### src/rtl/karatsuba_seq.sv
// Sequential one-level Karatsuba multiplier: three half-width sub-products share one
// (N/2+1)-bit multiplier over successive cycles, then combine into a 2N-bit product.
module karatsuba_seq #(
    parameter int N = 16
) (
    input  logic           clk,
    input  logic           rst,
    input  logic           start,
    input  logic           SGN,
    input  logic [N-1:0]   X,
    input  logic [N-1:0]   Y,
    output logic           busy,
    output logic           done,
    output logic [2*N-1:0] Z
);
    localparam int H  = N / 2;
    localparam int W  = 2 * N;
    localparam int PW = N + 2;

    if (N < 4 || (N % 2) != 0) begin : g_bad_n
        $error("karatsuba_seq: N must be even and >= 4");
    end

    typedef enum logic [2:0] {IDLE, MUL0, MUL2, MUL1, COMB} state_t;
    state_t state;

    logic [N-1:0]  a, b;
    logic          neg;
    logic [PW-1:0] p0, p1, p2;
    logic [H-1:0]  al, ah, bl, bh;
    logic [H:0]    mul_a, mul_b;
    logic [PW-1:0] mul_p;
    logic [N-1:0]  x_mag, y_mag;
    logic [PW-1:0] m;
    logic [W-1:0]  r;

    assign {ah, al} = a;
    assign {bh, bl} = b;
    assign busy     = (state != IDLE);

    // Negation modulo 2^N maps -2^(N-1) onto itself, which is the correct unsigned magnitude.
    assign x_mag = (SGN && X[N-1]) ? -X : X;
    assign y_mag = (SGN && Y[N-1]) ? -Y : Y;

    // Operand steering for the single shared multiplier.
    always_comb begin
        mul_a = '0;
        mul_b = '0;
        case (state)
            MUL0: begin
                mul_a = {1'b0, al};
                mul_b = {1'b0, bl};
            end
            MUL2: begin
                mul_a = {1'b0, ah};
                mul_b = {1'b0, bh};
            end
            MUL1: begin
                mul_a = (H+1)'(al) + (H+1)'(ah);
                mul_b = (H+1)'(bl) + (H+1)'(bh);
            end
            default: ;
        endcase
    end

    assign mul_p = PW'(mul_a) * PW'(mul_b);
    assign m     = p1 - p2 - p0;
    assign r     = (W'(p2) << N) + (W'(m) << H) + W'(p0);

    always_ff @(posedge clk) begin
        if (rst) begin
            state <= IDLE;
            done  <= 1'b0;
            Z     <= '0;
            a     <= '0;
            b     <= '0;
            neg   <= 1'b0;
            p0    <= '0;
            p1    <= '0;
            p2    <= '0;
        end else begin
            done <= 1'b0;
            case (state)
                IDLE: if (start) begin
                    a     <= x_mag;
                    b     <= y_mag;
                    neg   <= SGN & (X[N-1] ^ Y[N-1]);
                    state <= MUL0;
                end
                MUL0: begin
                    p0    <= mul_p;
                    state <= MUL2;
                end
                MUL2: begin
                    p2    <= mul_p;
                    state <= MUL1;
                end
                MUL1: begin
                    p1    <= mul_p;
                    state <= COMB;
                end
                COMB: begin
                    Z     <= neg ? -r : r;
                    done  <= 1'b1;
                    state <= IDLE;
                end
                default: state <= IDLE;
            endcase
        end
    end
endmodule

### config.mk
export PLATFORM = sky130hd
export DESIGN_NAME = karatsuba_seq
export DESIGN_NICKNAME = d
export VERILOG_FILES = /design/src/rtl/karatsuba_seq.sv
export SDC_FILE = /design/constraint.sdc
export NUM_CORES = 1
export LEC_CHECK = 0
export CELL_PAD_IN_SITES_DETAIL_PLACEMENT = 2
export CELL_PAD_IN_SITES_GLOBAL_PLACEMENT = 2
export CORE_ASPECT_RATIO = 2
export CORE_MARGIN = 2
export CORE_UTILIZATION = 41
export CTS_BUF_LIST = sky130_fd_sc_hd__clkbuf_8
export CTS_CLUSTER_SIZE = 20
export DETAILED_ROUTE_END_ITERATION = 6
export PLACE_DENSITY_LB_ADDON = 0.3
export SYNTH_ARGS = -nofsm -noshare
export SYNTH_HDL_FRONTEND = slang
export SYNTH_SLANG_ARGS = --single-unit
### constraint.sdc
create_clock -name clk -period 11 [get_ports clk]
set_input_delay 2.2 -clock clk [delete_from_list [all_inputs] [get_ports clk]]
set_output_delay 2.2 -clock clk [all_outputs]
set_load 0.005 [all_outputs]
==> impl_metrics.yaml, run 1 <==
route:
  wirelength_mm: 45.8
  routed-via-count: 11600
  vias_per_cell: 6.05
  ant_nets: 0
  drtIter0Drc: 523
  first_pass_iters: 7
  wl_per_cell_um: 24.0
  drc: 2
global_route:
  grt_pass1_wl_mm: 71.9
  grt_pass1_vias: 13200
  gr-usage-met2_pct: 61.8
  antenna_found_initial: 1
  grt_max_degree: 71
  use_met3_pct: 3.33
  grtUsageTotal_pct: 30.1
  gr-usage-met1_pct: 25.2
  top_usage_layer: "met2"
  overflow: 0
synth:
  synth_area_um2: 12000
  yosys_most_used_dff: "dfxtp_1"
  synth_async_sr_flop_share_pct: 0
  ys_seq_area_share_pct: 20.6
  postSynthCellCount: 1518
  synth-edff-count: 0
  ys_types: 77
  yosysWarnings: 0
  ys_ff_latch: 123
  avgSynthCellArea_um2: 7.88
  synthesis.nets: 1734
placement:
  io_buffer_count: 69
  gp_congestion: 0.888
  place_hpwl_mm: 36.3
power_and_ir_drop:
  irDropWorstVdd_mv: 0.0824
  finalPower_uw: 1460
  p_leak_uw: 0.00550
  powerDensity_nw_per_um2: 110
layout:
  syn_to_final_growth_pct: 10.8
  n_fill_cell: 3215
  layout_commonest_cell: "nand2_1"
  layout.nets: 1753
  drive_gt1_share_pct: 4.26
  final_cell_mix: "168 x nand2_1, 146 x nor2_1, 142 x inv_1"
flow_run:
  cap_violations: 0
sta:
  min_period_ns: 7.41
  maxSlewViolCount: 0
  tns_ns: 0
  tightestPinTransition_ns: 1.42
  finalHoldViolCount: 0
  grt_setup_unrepaired: "false"
  finalClockSkew_ns: 0.0255
  post-route-period-util_pct: 67.3
  finalSetupViolCount: 0
  timing.fmax_mhz: 135
  maxSlewHeadroom_pct: 5.51
status:
  violations: "design-rule violations"
  status: "finished, violations left"
clocking:
  cts_max_level: 4
  cts_setup_buffers: 0
  clk_latency_ns: 0.52
  clkTransAtPathRegs_ns: 0.11
  cts_resized: 0
  cts_tree: "done"
  cts_hold_buf: 0
  cts_sinks: 123
  clockBufferDepth: 2
  clk_root_buffer_cell: "clkbuf_8"
  cts_buffers: 17
die:
  coreArea_um2: 28700
  design.die.area_um2: 30600
  fp.dieH_um: 246
  floorplan.initialDensity_pct: 41.6
  rows: 88
  ioPinCount: 70
  die_w_um: 125
worst_setup_path:
  end_kind: "flop"
  cp_max_fo: 27
  cp-start-kind: "flop"
  required_ns: 11.43
  critPathKind: "flop to flop"
  arrival_ns: 7.83
worst_hold_path:
  min_path_type: "flop to flop"
-- cell usage after synthesis, drive strengths merged, types with 9 or more instances --
cell type	n	area share, %
nand4	11	0.58
nor3	35	1.5
dfxtp	123	21
o31ai	14	0.88
a211oi	42	2.7
fa	72	12
clkbuf	64	2.0
nand2	168	5.3
nand3	35	1.5
o21ai	53	2.3
nor2b	12	0.63
nand2b	35	1.8
a222oi	9	0.75
nor2	146	4.6
o21bai	10	0.63
a21o	19	1.2
a21oi	120	5.1
o21a	15	0.94
and2	10	0.52
or3	15	0.78
ha	108	11
and3	24	1.3
buf	13	0.53
xor2	36	2.6
inv	142	4.5
xnor2	52	3.8
-- area by class of cell --
type | instances | area (um^2) | area share (%)
flip-flops and latches | 123 | 2460 | 18.6
repair buffers | 77 | 748 | 5.65
clock inverters | 15 | 155 | 1.17
well taps | 360 | 450 | 3.40
multi-input cells | 1175 | 8660 | 65.4
diodes | 1 | 2.50 | 0.0189
clock buffers | 17 | 234 | 1.77
inverters | 143 | 537 | 4.05
-- sequential cells by signal, indices dropped and copies added (netlist names) --
name / flops
a: 16
state: 3
b: 16
neg: 1
p0: 18
p2: 18
done: 1
p1: 18
Z: 32
-- per-stage QoR --
step | cell area [um^2] | util (%) | setup WS (ns) | std cells | hold WS, ns
detailed placement | 12900 | 44.7 | 3.68 | 1878 | 0.464
CTS | 13200 | 46.1 | 3.59 | 1910 | 0.479
floorplan | 12000 | - | 4.89 | 1518 | 0.448
global placement | 12900 | 44.7 | 4.07 | 1878 | 0.442
finish | 13200 | 46.1 | 3.59 | 1911 | 0.471
global route | 13200 | 46.1 | 3.16 | 1911 | 0.512
-- cells by family after synthesis --
group,after synthesis,share of synthesized area [%]
AND/OR/NAND/NOR,532,21.1
flip-flops,123,20.6
AO/OA/AOI/OAI,366,20.7
XOR/XNOR,88,6.45
adder cells (fa/ha/maj),180,23.4
buffers and inverters,220,7.04
multiplexers,9,0.795
-- worst max-delay path, cell delays in order, from the launching register on --
cell and delay [ns]:
dfxtp_1 0.82, nor2_1 0.18, and2_1 0.57, a222oi_1 1.18
nand2b_1 0.23, fa_1 0.43, inv_1 0.09, fa_1 0.45
ha_1 0.29, inv_1 0.06, fa_1 0.61, inv_1 0.07
ha_1 0.33, a21o_1 0.20, a21oi_1 0.25, o21a_1 0.19
o21ai_0 0.14, a211o_1 0.30, o41a_1 0.37, xor2_1 0.26
nand2_1 0.12, a21oi_1 0.19
-- power by group --
group	total [uW]	internal [uW]	switching [uW]
clock network	431	188	243
logic	548	201	346
registers	484	460	24.6
-- layer usage --
layer | wire length [um] | vias up | part of all wire, %
met2 | 26800 | 244 | 59
met5 | 0 | - | 0
met3 | 847 | 157 | 1.8
met1 | 14300 | 5861 | 31
met4 | 3880 | 0 | 8.5
li1 | - | 5290 | -
-- worst paths after layout --
path | endpoint | slack, ns | start | cells after the start
hold reg to reg | Z[20] | 0.47 | Z[20] | 2
hold / removal | Z[20] | 0.47 | Z[20] | 2
setup reg to reg | p2[15] | 3.59 | state[2] | 21
setup / recovery | p2[15] | 3.59 | state[2] | 21
Power figures use the tool's default switching activity.
==> run 2, diff against run 1 <==
--- a/config.mk
+++ b/config.mk
@@ -9,7 +9,7 @@
 export CELL_PAD_IN_SITES_GLOBAL_PLACEMENT = 2
 export CORE_ASPECT_RATIO = 2
 export CORE_MARGIN = 2
-export CORE_UTILIZATION = 41
+export CORE_UTILIZATION = 38
 export CTS_BUF_LIST = sky130_fd_sc_hd__clkbuf_8
 export CTS_CLUSTER_SIZE = 20
 export DETAILED_ROUTE_END_ITERATION = 6
==> constraint.sdc (replaced) <==
create_clock -name clk -period 7.35 [get_ports clk]
set_input_delay 1.47 -clock clk [delete_from_list [all_inputs] [get_ports clk]]
set_output_delay 1.47 -clock clk [all_outputs]
set_load 0.005 [all_outputs]
==> impl_metrics.yaml, run 2 (same netlist as run 1, synthesis figures left out) <==
status:
  status: "complete, no violations"
global_route:
  overflow: 0
  grt_pass1_wl_mm: 70.5
  grt_max_degree: 82
  grtUsageTotal_pct: 27.9
  antenna_found_initial: 1
  grt_pass1_vias: 13200
clocking:
  clk_latency_ns: 0.50
  clk_root_buffer_cell: "clkbuf_8"
  clockBufferDepth: 2
  clkTransAtPathRegs_ns: 0.09
  cts_tree: "done"
  cts_max_level: 4
  cts_buffers: 17
  cts_sinks: 123
  cts_setup_buffers: 0
sta:
  post-route-period-util_pct: 94.7
  tns_ns: 0
  min_period_ns: 6.96
  grt_setup_unrepaired: "false"
  finalClockSkew_ns: 0.0229
  maxSlewViolCount: 0
  setup_slack_ns: 0.391
  finalHoldViolCount: 0
  timing.fmax_mhz: 144
  finalSetupViolCount: 0
  tightestPinTransition_ns: 1.00
  whs_ns: 0.468
  maxSlewHeadroom_pct: 33.1
layout:
  largest_reg_flops: 32
  layout_commonest_cell: "nand2_1"
  utilization_pct: 43.6
  drive_gt1_share_pct: 5.61
  layout.nets: 1774
  syn_to_final_growth_pct: 13.0
  final_cell_mix: "168 x nand2_1, 146 x nor2_1, 142 x inv_1"
  largest_register: "Z"
placement:
  pre_cts_slack_ns: 0.444
  gp_congestion: 0.894
  place_hpwl_mm: 35.0
  io_buffer_count: 69
worst_setup_path:
  cp-start-kind: "flop"
  end_kind: "flop"
  critPathKind: "flop to flop"
  arrival_ns: 7.38
  cp_max_fo: 14
  required_ns: 7.77
die:
  floorplan.initialDensity_pct: 38.6
  rows: 91
  coreArea_um2: 31000
  design.die.area_um2: 33000
  fp.dieH_um: 255
  die_w_um: 129
  ioPinCount: 70
route:
  routed-via-count: 11500
  vias_per_cell: 5.77
  first_pass_iters: 5
  ant_nets: 0
  drtIter0Drc: 385
  wirelength_mm: 45.0
  drc: 0
  wl_per_cell_um: 22.6
flow_run:
  cap_violations: 0
worst_hold_path:
  min_path_type: "flop to flop"
power_and_ir_drop:
  p_leak_uw: 0.00561
  powerDensity_nw_per_um2: 166
  irDropWorstVdd_mv: 0.132
-- run 2: changes by cell type in the layout (fill, tap and decap cells not counted), sizes merged --
cell      change
buf          +21
inv           -7
bufinv        +2
clkinv        +2
clkbuf        +1
clkinvlp      +1
-- run 2: final cells by class --
type,count,area (um^2)
clock inverters,13,165
well taps,418,523
multi-input cells,1175,8670
inverters,143,537
clock buffers,18,248
fillers,3577,17500
diodes,1,2.50
repair buffers,98,906
flip-flops and latches,123,2460
-- run 2: worst max-delay path, stage by stage, from the launching register on --
cell and delay [ns]:
dfxtp_1 0.40, inv_1 0.11, fa_1 0.47, fa_1 0.45, a21o_1 0.23, a21oi_1 0.23
o21bai_1 0.13, a211o_1 0.35, a31oi_1 0.27, xor2_1 0.13, fa_1 0.52, inv_1 0.05
ha_1 0.47, a21oi_1 0.40, nand2_1 0.14, o311ai_1 0.60, nand4_1 0.17, or4bb_1 0.72
or3b_2 0.52, or4_1 0.41, o2111ai_1 0.10
-- run 2: repair_timing --
item / in CTS / in global routing
hold buffers: 0 / 0
hold endpoints to repair: 0 / 0
setup endpoints to repair: 0 / 6
gates resized for setup: 0 / 3
-- run 2: where the power goes --
group	internal, uW	total (uW)	switching [uW]
combinational	314	838	524
clock	345	681	337
sequential	688	718	29.6
-- run 2: stage by stage --
step	total power [uW]	cell area [um^2]	std cells
6_report	2240	13500	1989
5_1_grt	2350	13500	1989
3_5_place_dp	1550	13100	1957
2_1_floorplan	1290	12000	1518
3_3_place_gp	1520	13100	1957
4_1_cts	2250	13500	1988
-- run 2: worst paths after layout --
kind | slack (ns) | cells after the start | to | start
max | 0.39 | 20 | Z[30] | p0[0]
min | 0.47 | 2 | Z[16] | Z[16]
max reg2reg | 0.39 | 20 | Z[30] | p0[0]
min reg2reg | 0.47 | 2 | Z[16] | Z[16]
-- run 2: layer usage --
layer	wire [um]	global-route usage (%)	vias to the layer above
met1	14200	23.4	5751
met2	25900	56.2	222
met5	0	0	-
met3	1020	3.53	157
li1	-	-	5343
met4	3960	22.3	0
